**src/rtl/xphm_rd_stream.sv**
```systemverilog
// Sequential-read engine for XPHM: streams len words from base (wrapping) to a valid/ready consumer.
// Latency: start -> first read next cycle; first m_valid RD_LATENCY cycles after that read.
// Backpressure: m_ready stalls pops; reads stop while in-flight + buffered reaches FIFO_DEPTH.
module xphm_rd_stream #(
    parameter int DATA_WIDTH = 512,
    parameter int DEPTH      = 1024,
    parameter int RD_LATENCY = 3,
    localparam int AW         = $clog2(DEPTH),
    localparam int FIFO_DEPTH = RD_LATENCY + 2
) (
    input  logic                  clk,
    input  logic                  rstn,
    input  logic                  start,
    input  logic [AW-1:0]         base,
    input  logic [AW:0]           len,
    output logic                  busy,
    output logic                  done,
    output logic                  mem_rd_en,
    output logic [AW-1:0]         mem_rd_addr,
    input  logic [DATA_WIDTH-1:0] mem_dout,
    output logic                  m_valid,
    input  logic                  m_ready,
    output logic [DATA_WIDTH-1:0] m_data,
    output logic                  m_last
);
    localparam int CW = $clog2(FIFO_DEPTH + 1);
    localparam int PW = $clog2(FIFO_DEPTH);
    localparam logic [AW:0] ONE = (AW + 1)'(1);

    typedef enum logic [1:0] {IDLE, ISSUE, DRAIN, FIN} state_t;

    state_t                  state;
    logic [AW-1:0]           rd_addr;
    logic [AW:0]             len_q, issued_cnt, popped_cnt;
    logic [RD_LATENCY-1:0]   vld_sr;
    logic [RD_LATENCY:0]     vld_sr_nxt;
    logic [CW-1:0]           in_flight, fifo_count;
    logic [PW-1:0]           wr_ptr, rd_ptr;
    logic [DATA_WIDTH-1:0]   fifo_mem [FIFO_DEPTH];
    logic                    credit_ok, push, pop, fifo_empty, fifo_wr, fifo_rd, last_pop;

    function automatic logic [PW-1:0] ptr_nxt(input logic [PW-1:0] p);
        return (p == PW'(FIFO_DEPTH - 1)) ? '0 : p + PW'(1);
    endfunction

    // Credit uses registered counts only, so the FIFO can always absorb every returning word.
    assign credit_ok   = (in_flight + fifo_count) < CW'(FIFO_DEPTH);
    assign mem_rd_en   = (state == ISSUE) && credit_ok;
    assign mem_rd_addr = rd_addr;
    assign push        = vld_sr[RD_LATENCY-1];
    assign vld_sr_nxt  = {vld_sr, mem_rd_en};

    // An empty FIFO passes the returning word straight through so it is visible the cycle it arrives.
    assign fifo_empty = (fifo_count == '0);
    assign m_valid    = !fifo_empty || push;
    assign m_data     = !fifo_empty ? fifo_mem[rd_ptr] : (push ? mem_dout : '0);
    assign pop        = m_valid && m_ready;
    assign fifo_wr    = push && !(fifo_empty && pop);
    assign fifo_rd    = pop && !fifo_empty;
    assign m_last     = m_valid && (popped_cnt == len_q - ONE);
    assign last_pop   = pop && (popped_cnt + ONE == len_q);

    always_ff @(posedge clk) begin
        if (fifo_wr)
            fifo_mem[wr_ptr] <= mem_dout;
    end

    always_ff @(posedge clk or negedge rstn) begin
        if (!rstn) begin
            wr_ptr     <= '0;
            rd_ptr     <= '0;
            fifo_count <= '0;
            vld_sr     <= '0;
            in_flight  <= '0;
        end else begin
            vld_sr <= vld_sr_nxt[RD_LATENCY-1:0];
            if (fifo_wr)
                wr_ptr <= ptr_nxt(wr_ptr);
            if (fifo_rd)
                rd_ptr <= ptr_nxt(rd_ptr);
            fifo_count <= fifo_count + CW'(fifo_wr) - CW'(fifo_rd);
            if (mem_rd_en && !push)
                in_flight <= in_flight + CW'(1);
            else if (!mem_rd_en && push)
                in_flight <= in_flight - CW'(1);
        end
    end

    always_ff @(posedge clk or negedge rstn) begin
        if (!rstn) begin
            state      <= IDLE;
            busy       <= 1'b0;
            done       <= 1'b0;
            rd_addr    <= '0;
            len_q      <= '0;
            issued_cnt <= '0;
            popped_cnt <= '0;
        end else begin
            if (pop)
                popped_cnt <= popped_cnt + ONE;
            case (state)
                IDLE: begin
                    if (start) begin
                        rd_addr    <= base;
                        len_q      <= len;
                        issued_cnt <= '0;
                        popped_cnt <= '0;
                        busy       <= 1'b1;
                        if (len == '0) begin
                            state <= FIN;
                            done  <= 1'b1;
                        end else begin
                            state <= ISSUE;
                        end
                    end
                end
                ISSUE: begin
                    if (mem_rd_en) begin
                        rd_addr    <= (rd_addr == AW'(DEPTH - 1)) ? '0 : rd_addr + AW'(1);
                        issued_cnt <= issued_cnt + ONE;
                        if (issued_cnt + ONE == len_q)
                            state <= DRAIN;
                    end
                end
                DRAIN: begin
                    if (last_pop) begin
                        state <= FIN;
                        done  <= 1'b1;
                    end
                end
                FIN: begin
                    state <= IDLE;
                    busy  <= 1'b0;
                    done  <= 1'b0;
                end
                default: state <= IDLE;
            endcase
        end
    end
endmodule

```
**config.mk**
```make
export PLATFORM = sky130hd
export DESIGN_NAME = xphm_rd_stream
export DESIGN_NICKNAME = d
export VERILOG_FILES = /design/src/rtl/xphm_rd_stream.sv
export SDC_FILE = /design/constraint.sdc
export NUM_CORES = 2
export LEC_CHECK = 0
export BUFFER_PORTS_ARGS = -buffer_cell sky130_fd_sc_hd__buf_2
export CAP_MARGIN = 0
export CORE_MARGIN = 2
export CORE_UTILIZATION = 50
export CTS_CLUSTER_DIAMETER = 60
export DETAILED_ROUTE_END_ITERATION = 8
export GPL_ROUTABILITY_DRIVEN = 1
export GPL_TIMING_DRIVEN = 0
export PLACE_DENSITY = 0.74
export SLEW_MARGIN = 20
export SYNTH_ARGS = -nofsm -noshare
export SYNTH_HDL_FRONTEND = slang
export SYNTH_SLANG_ARGS = --single-unit
export TNS_END_PERCENT = 50
```
**constraint.sdc**
```tcl
create_clock -name clk -period 87.7 [get_ports clk]
set_clock_uncertainty 0.1 [all_clocks]
set_input_delay 17.54 -clock clk [delete_from_list [all_inputs] [get_ports clk]]
set_output_delay 17.54 -clock clk [all_outputs]
set_load 0.005 [all_outputs]
```
# [Yosys cells after proc, flatten, opt, wreduce, memory -nomap -nowiden]
# Memories as Yosys holds them, arrays and structs flattened.
# Cells that the tools add are included.
[word_totals] reg_bits=62 mem_bits_rw=2560 in_bits=537 output_inout_bits=527 memories=1
[classes] add_sub_neg=11 magnitude_cmp=1 n_eq_ne=14 mux=30 reduce_logical=26
[memory_table] memory="fifo_mem" depth=5 width=512 read_ports=1 rd_clocked_by_memory_dff=0 write_ports=1 line="39" source="logic [DATA_WIDTH-1:0] fifo_mem [FIFO_DEPTH];"
[ops] op="$mux W512" count=2
[ops] op="$mux W11" count=5
[ops] op="$eq A11 B11 Y1" count=3
[ops] op="$mux W10" count=3
[ops] op="$add A11 B1 Y11 const B" count=2
[ops] op="$pmux W11 S2" count=1
[ops] op="$pmux W10 S2" count=1
[ops] op="$mux W3" count=4
[ops] op="$logic_not A11 Y1" count=1
[ops] op="$sub A11 B1 Y11 const B" count=1
[ops] op="$add A10 B1 Y10 const B" count=1
[ops] op="$eq A10 B10 Y1 const B" count=1
[ops] op="$mux W2" count=5
[ops] op="$add A3 B1 Y3 const B" count=3
[ops] op="$logic_and A1 B1 Y1" count=9
[ops] op="$ne A2 B2 Y1 const B" count=4
[ops] op="$pmux W2 S4" count=1
[ops] op="$reduce_and A4 Y1" count=2
[ops] op="$eq A3 B3 Y1 const B" count=2
[ops] op="$mux W1" count=6
[ops] op="$reduce_bool A2 Y1" count=3
[ops] op="$eq A2 B2 Y1 const B" count=2
[ops] op="$logic_not A1 Y1" count=4
[ops] op="$reduce_and A2 Y1" count=2
[ops] op="other kinds (14)" count=14

# [Depth between registers and ports, before layout]
[depth] word_depth=9 ltp_mapped=12 mapped_depth_nobuf=12

# [Worst setup path after synthesis]
# Ideal clock, no wire load.
[synth_path] kind="in2reg" from="in m_ready" to="mem fifo_mem[4][0] (enable)" setup_ns=2.815 arrival_ns=69.827 path_slack_ns=14.958 stages=4 path_buffers=1 path_cell_list="inv_1 -> o21ai_0 -> clkbuf_1 -> nor4b_1"
[synth_between] elab_chain_len=6
[synth_rtl] element="start: declaration" line="22" source="input logic m_ready,"
[synth_rtl] element="$logic_and A1 B1 Y1" line="57" source="assign pop = m_valid && m_ready;"
[synth_rtl] element="$logic_and A1 B1 Y1" line="58" source="assign fifo_wr = push && !(fifo_empty && pop);"
[synth_rtl] element="$logic_not A1 Y1" line="58"
[synth_rtl] element="$logic_and A1 B1 Y1" line="58"
[synth_rtl] element="$mux W1" line="64" source="if (fifo_wr)"
[synth_rtl] element="$mux W1 (implied by the code)" line="65" source="fifo_mem[wr_ptr] <= mem_dout;"
[synth_rtl] element="end: declaration" line="39"
# No other way between the ends.

# [Worst setup path after layout]
[layout_path] from="in mem_dout[511]" to="out m_data[511]"
[layout_between] elab_chain_len=2
[layout_rtl] element="start: declaration" line="20" source="input logic [DATA_WIDTH-1:0] mem_dout,"
[layout_rtl] element="$mux W512 (2 in series)" line="56" source="assign m_data = !fifo_empty ? fifo_mem[rd_ptr] : (push ? mem_dout : '0);"
[layout_rtl] element="end: declaration" line="23" source="output logic [DATA_WIDTH-1:0] m_data,"
# No other way between the ends.

==> flow_results.org <==
** Status
- Result of the run :: completed

** Synth
- Area share of the leading cell type in the synthesized netlist :: 0.738
- Flip-flop and latch count after synthesis :: 2622
- Counting flops with a built-in enable in the synthesized netlist gives roughly 2600.
- In this run the mean area of a mapped cell was 19.2 um2.
- Post-synth top flop :: edfxtp_1
- Synthesized instance count :: 5434
- Unique masters post-synth :: 65
- For this run, the number of Yosys warnings is 0.
- Ranked by total cell area, the synthesized netlist is headed by edfxtp_1 (74%), mux4_2 (11%), a21oi_1 (5.0%).
- Area of the mapped netlist :: 0.104 mm2
- Proportion of synthesized chip area in sequential cells :: 0.753
- When the netlist entered floorplanning its net count stood at roughly 6000.
- In the synthesized netlist the async set-or-reset flop fraction comes to 0.0236.
- Summed over all instances, the cell type with the most area after synthesis is edfxtp_1.

** Final layout
- The top cell types in the final layout, fill and taps aside, are edfxtp_1 (2560), buf_2 (1515), a21oi_1 (1045).
- Fill cells in the final layout number 14690.
- Fraction of final layout cells sized beyond drive strength 1 :: 0.344
- Compared with the post-synthesis result, the final layout area differs by 20.3%.
- The library cell used most frequently in the layout, excluding fill and tap cells, is edfxtp_1.
- For this run, the post-layout net count is 7897.

** GRT
- Pin count of the biggest net entering global routing :: 38
- Overflow after GRT :: 0
- The first global-routing pass estimated 422 mm of wire.
- Total global-route track usage :: 0.274
- Vias in the first global route :: 61641
- Initial antenna violation count :: 160

** STA
- Setup slack closes at 51280 ps.
- Period minus WS final :: 36420 ps
- Final slew viol count :: 0
- For the pin with the worst max-slew slack, the measured transition is 1150 ps.
- In the final timing run, aggregate negative setup slack is 0 ps.
- Measured against its own limit, the worst slew margin works out to 0.231.
- Post-route fraction of the period consumed by the critical path :: 0.415
- Achievable frequency :: 0.0275 GHz
- Worst hold slack :: around 260 ps
- The number of hold violations in the final report came to 0.
- Setup violators final :: 0
- Setup repair after global routing missed its margin :: no

** Power
- Power comes to 0.00429 W.
- Cell leakage power :: about 44 nW
- Maximum VDD drop :: 0.0308 mV
- Pwr/cell area :: 34.2 mW/mm2

** Routing
- Vias post-DR :: around 62000
- DRT Pass-1 Iters :: 5
- Dividing the detail-routed via count by the number of cells gives about 5.9.
- Drt initial violations :: 7573
- In this run the remaining antenna-violating nets after routing total 0.
- DRC viols :: 0
- Total Wirelength :: 297 mm
- Dividing the detail-routed wire length by the instance count gives 28.5 um.

** Die
- 1064 I/O pins were placed.
- The initial utilization of the core area, before any placement, comes to 0.503.
- Overall die area :: about 0.21 mm2
- Placeable Area :: 0.207 mm2
- After floorplanning, the core was divided into 167 placement rows.
- Die H :: 460 um
- From left edge to right edge, the die measures 460 um.

** Clock tree
- Gates resized, CTS repair :: 0
- The H-tree generated during clock tree synthesis spans 5 levels.
- The number of hold buffers added after CTS was 0.
- CTS placed an instance of clkbuf_16 at the clock tree root.
- Clock Latency Late Sink :: 930 ps
- Number of sinks driven by the clock tree :: 2622
- No sink is reached through more buffers than the 4 on the longest clock path.
- Post-CTS timing repair inserted 0 buffers for setup.
- Clock-pin slew was measured on the worst setup and hold paths at 50 ps.
- Clock buffer count from CTS :: 286
- TritonCTS built the clock tree.

** Setup path
- Of all nets on the critical path, the largest fanout is 6.
- The number of buffers and inverters on the critical path is 2.
- Worst path required time :: 70060 ps
- In this run the critical register-to-register path is launched from fifo_count[2]$_DFF_PN0_.
- Broken down by cell family, the worst path's largest delay share belongs to compound AO/OA/AOI/OAI gates.
- The largest single stage delay on the critical path is just under 800 ps.
- Setup slack on the worst reg-to-reg path comes out at 81410 ps.
- The critical path is of the in -> out type.
- Critical path, cell by cell :: buf_2 -> a21oi_1 -> a21oi_1 -> buf_2
- CP Data Arrival Time :: 18780 ps
- The most critical setup path has its startpoint at mem_dout[511].
- Slowest cell on the critical path :: a21oi_1
- Type of element launching the critical path :: input port
- STA classifies the critical path endpoint as a primary output.

** Place
- Final HPWL DP :: around 220 mm
- Prior to clock tree synthesis, the placed netlist has a worst setup slack of 51120 ps.
- Port-buffer cells :: 1063
- Final estimated routing congestion in global placement :: between 0.8 and 0.9

** Min path
- Startpoint of the most critical hold path :: vld_sr[0]$_DFF_PN0_
- Type of the worst min-delay path :: reg -> reg

** Job
- Number of maximum-capacitance constraint violations :: 0
## final timing paths
kind | cells past startpoint | to
max in group asynchronous | 2 | vld_sr[2]$_DFF_PN0_
worst max-delay path | 4 | m_data[511]
worst min-delay path | 0 | vld_sr[1]$_DFF_PN0_
worst max register to register | 23 | fifo_mem[2][325]$_DFFE_PP_
min in group asynchronous | 1 | issued_cnt[0]$_DFFE_PN0P_
worst min register to register | 0 | vld_sr[1]$_DFF_PN0_
## through the flow
step,area [um2],instances,util
floorplan,104000,5434,-
global placement,113000,9285,0.546
detailed placement,116000,9841,0.562
CTS,125000,10333,0.604
global route,125000,10389,0.605
finish,125000,10433,0.606
## power breakdown
part / switching [W] / internal, W / total [W]
combinational: 0.000955 / 0.000637 / 0.00159
sequential: 0.0000357 / 0.00152 / 0.00156
clock: 0.000477 / 0.000666 / 0.00114
## layout make-up
class                           count  area [um2]  area share
Inverter                           29         109    0.000868
Antenna cell                      100         250     0.00200
Buffer                            370        1500      0.0120
Clock buffer                      367        7580      0.0604
Sequential cell                  2622       78400       0.625
Tap cell                         2788        3490      0.0278
Clock inverter                    125        1180     0.00938
Multi-Input combinational cell   2413       24200       0.193
Timing Repair Buffer             1619        8640      0.0689
## metal layers
metal	part of all wire	wire (um)	track usage	up-vias
li1	-	-	-	26200
met3	0.10	30500	0.0790	740
met4	0.059	17600	0.153	96
met5	0.0021	612	0	-
met1	0.36	107000	0.342	31558
met2	0.48	142000	0.433	3293
## flip-flops by register name, indices dropped and copies added (netlist names)
name,count
fifo_count,3
len_q,11
in_flight,3
done,1
state,2
busy,1
mem_rd_addr,10
rd_ptr,3
wr_ptr,3
vld_sr,3
issued_cnt,11
popped_cnt,11
fifo_mem,2560
## cell families after synthesis
family	synth area share
xor gates and xnor gates	0.00443
buffers and inverters	0.0152
DFF	0.753
muxes	0.161
and+or+nand+nor	0.00881
adders and majority gates	0.00250
AOI/OAI and AO/OA	0.0557
## synthesized netlist by cell type, drive strengths merged (4+ instances only)
cell and count:
nor3 14, ha 16, o21ai 43, o211ai 4, o41ai 5, nand2b 7
nor4 10, buf 122, or3 8, and3 9, nor3b 7, dfrtp 62
a21oi 1046, o31ai 5, mux4 512, edfxtp 2560, xor2 18, nand2 58
nand4 6, clkbuf 248, nor2 32, xnor2 32, mux2i 517, nand3 14
inv 29
Note: power is estimated with default switching activity, not from simulation.
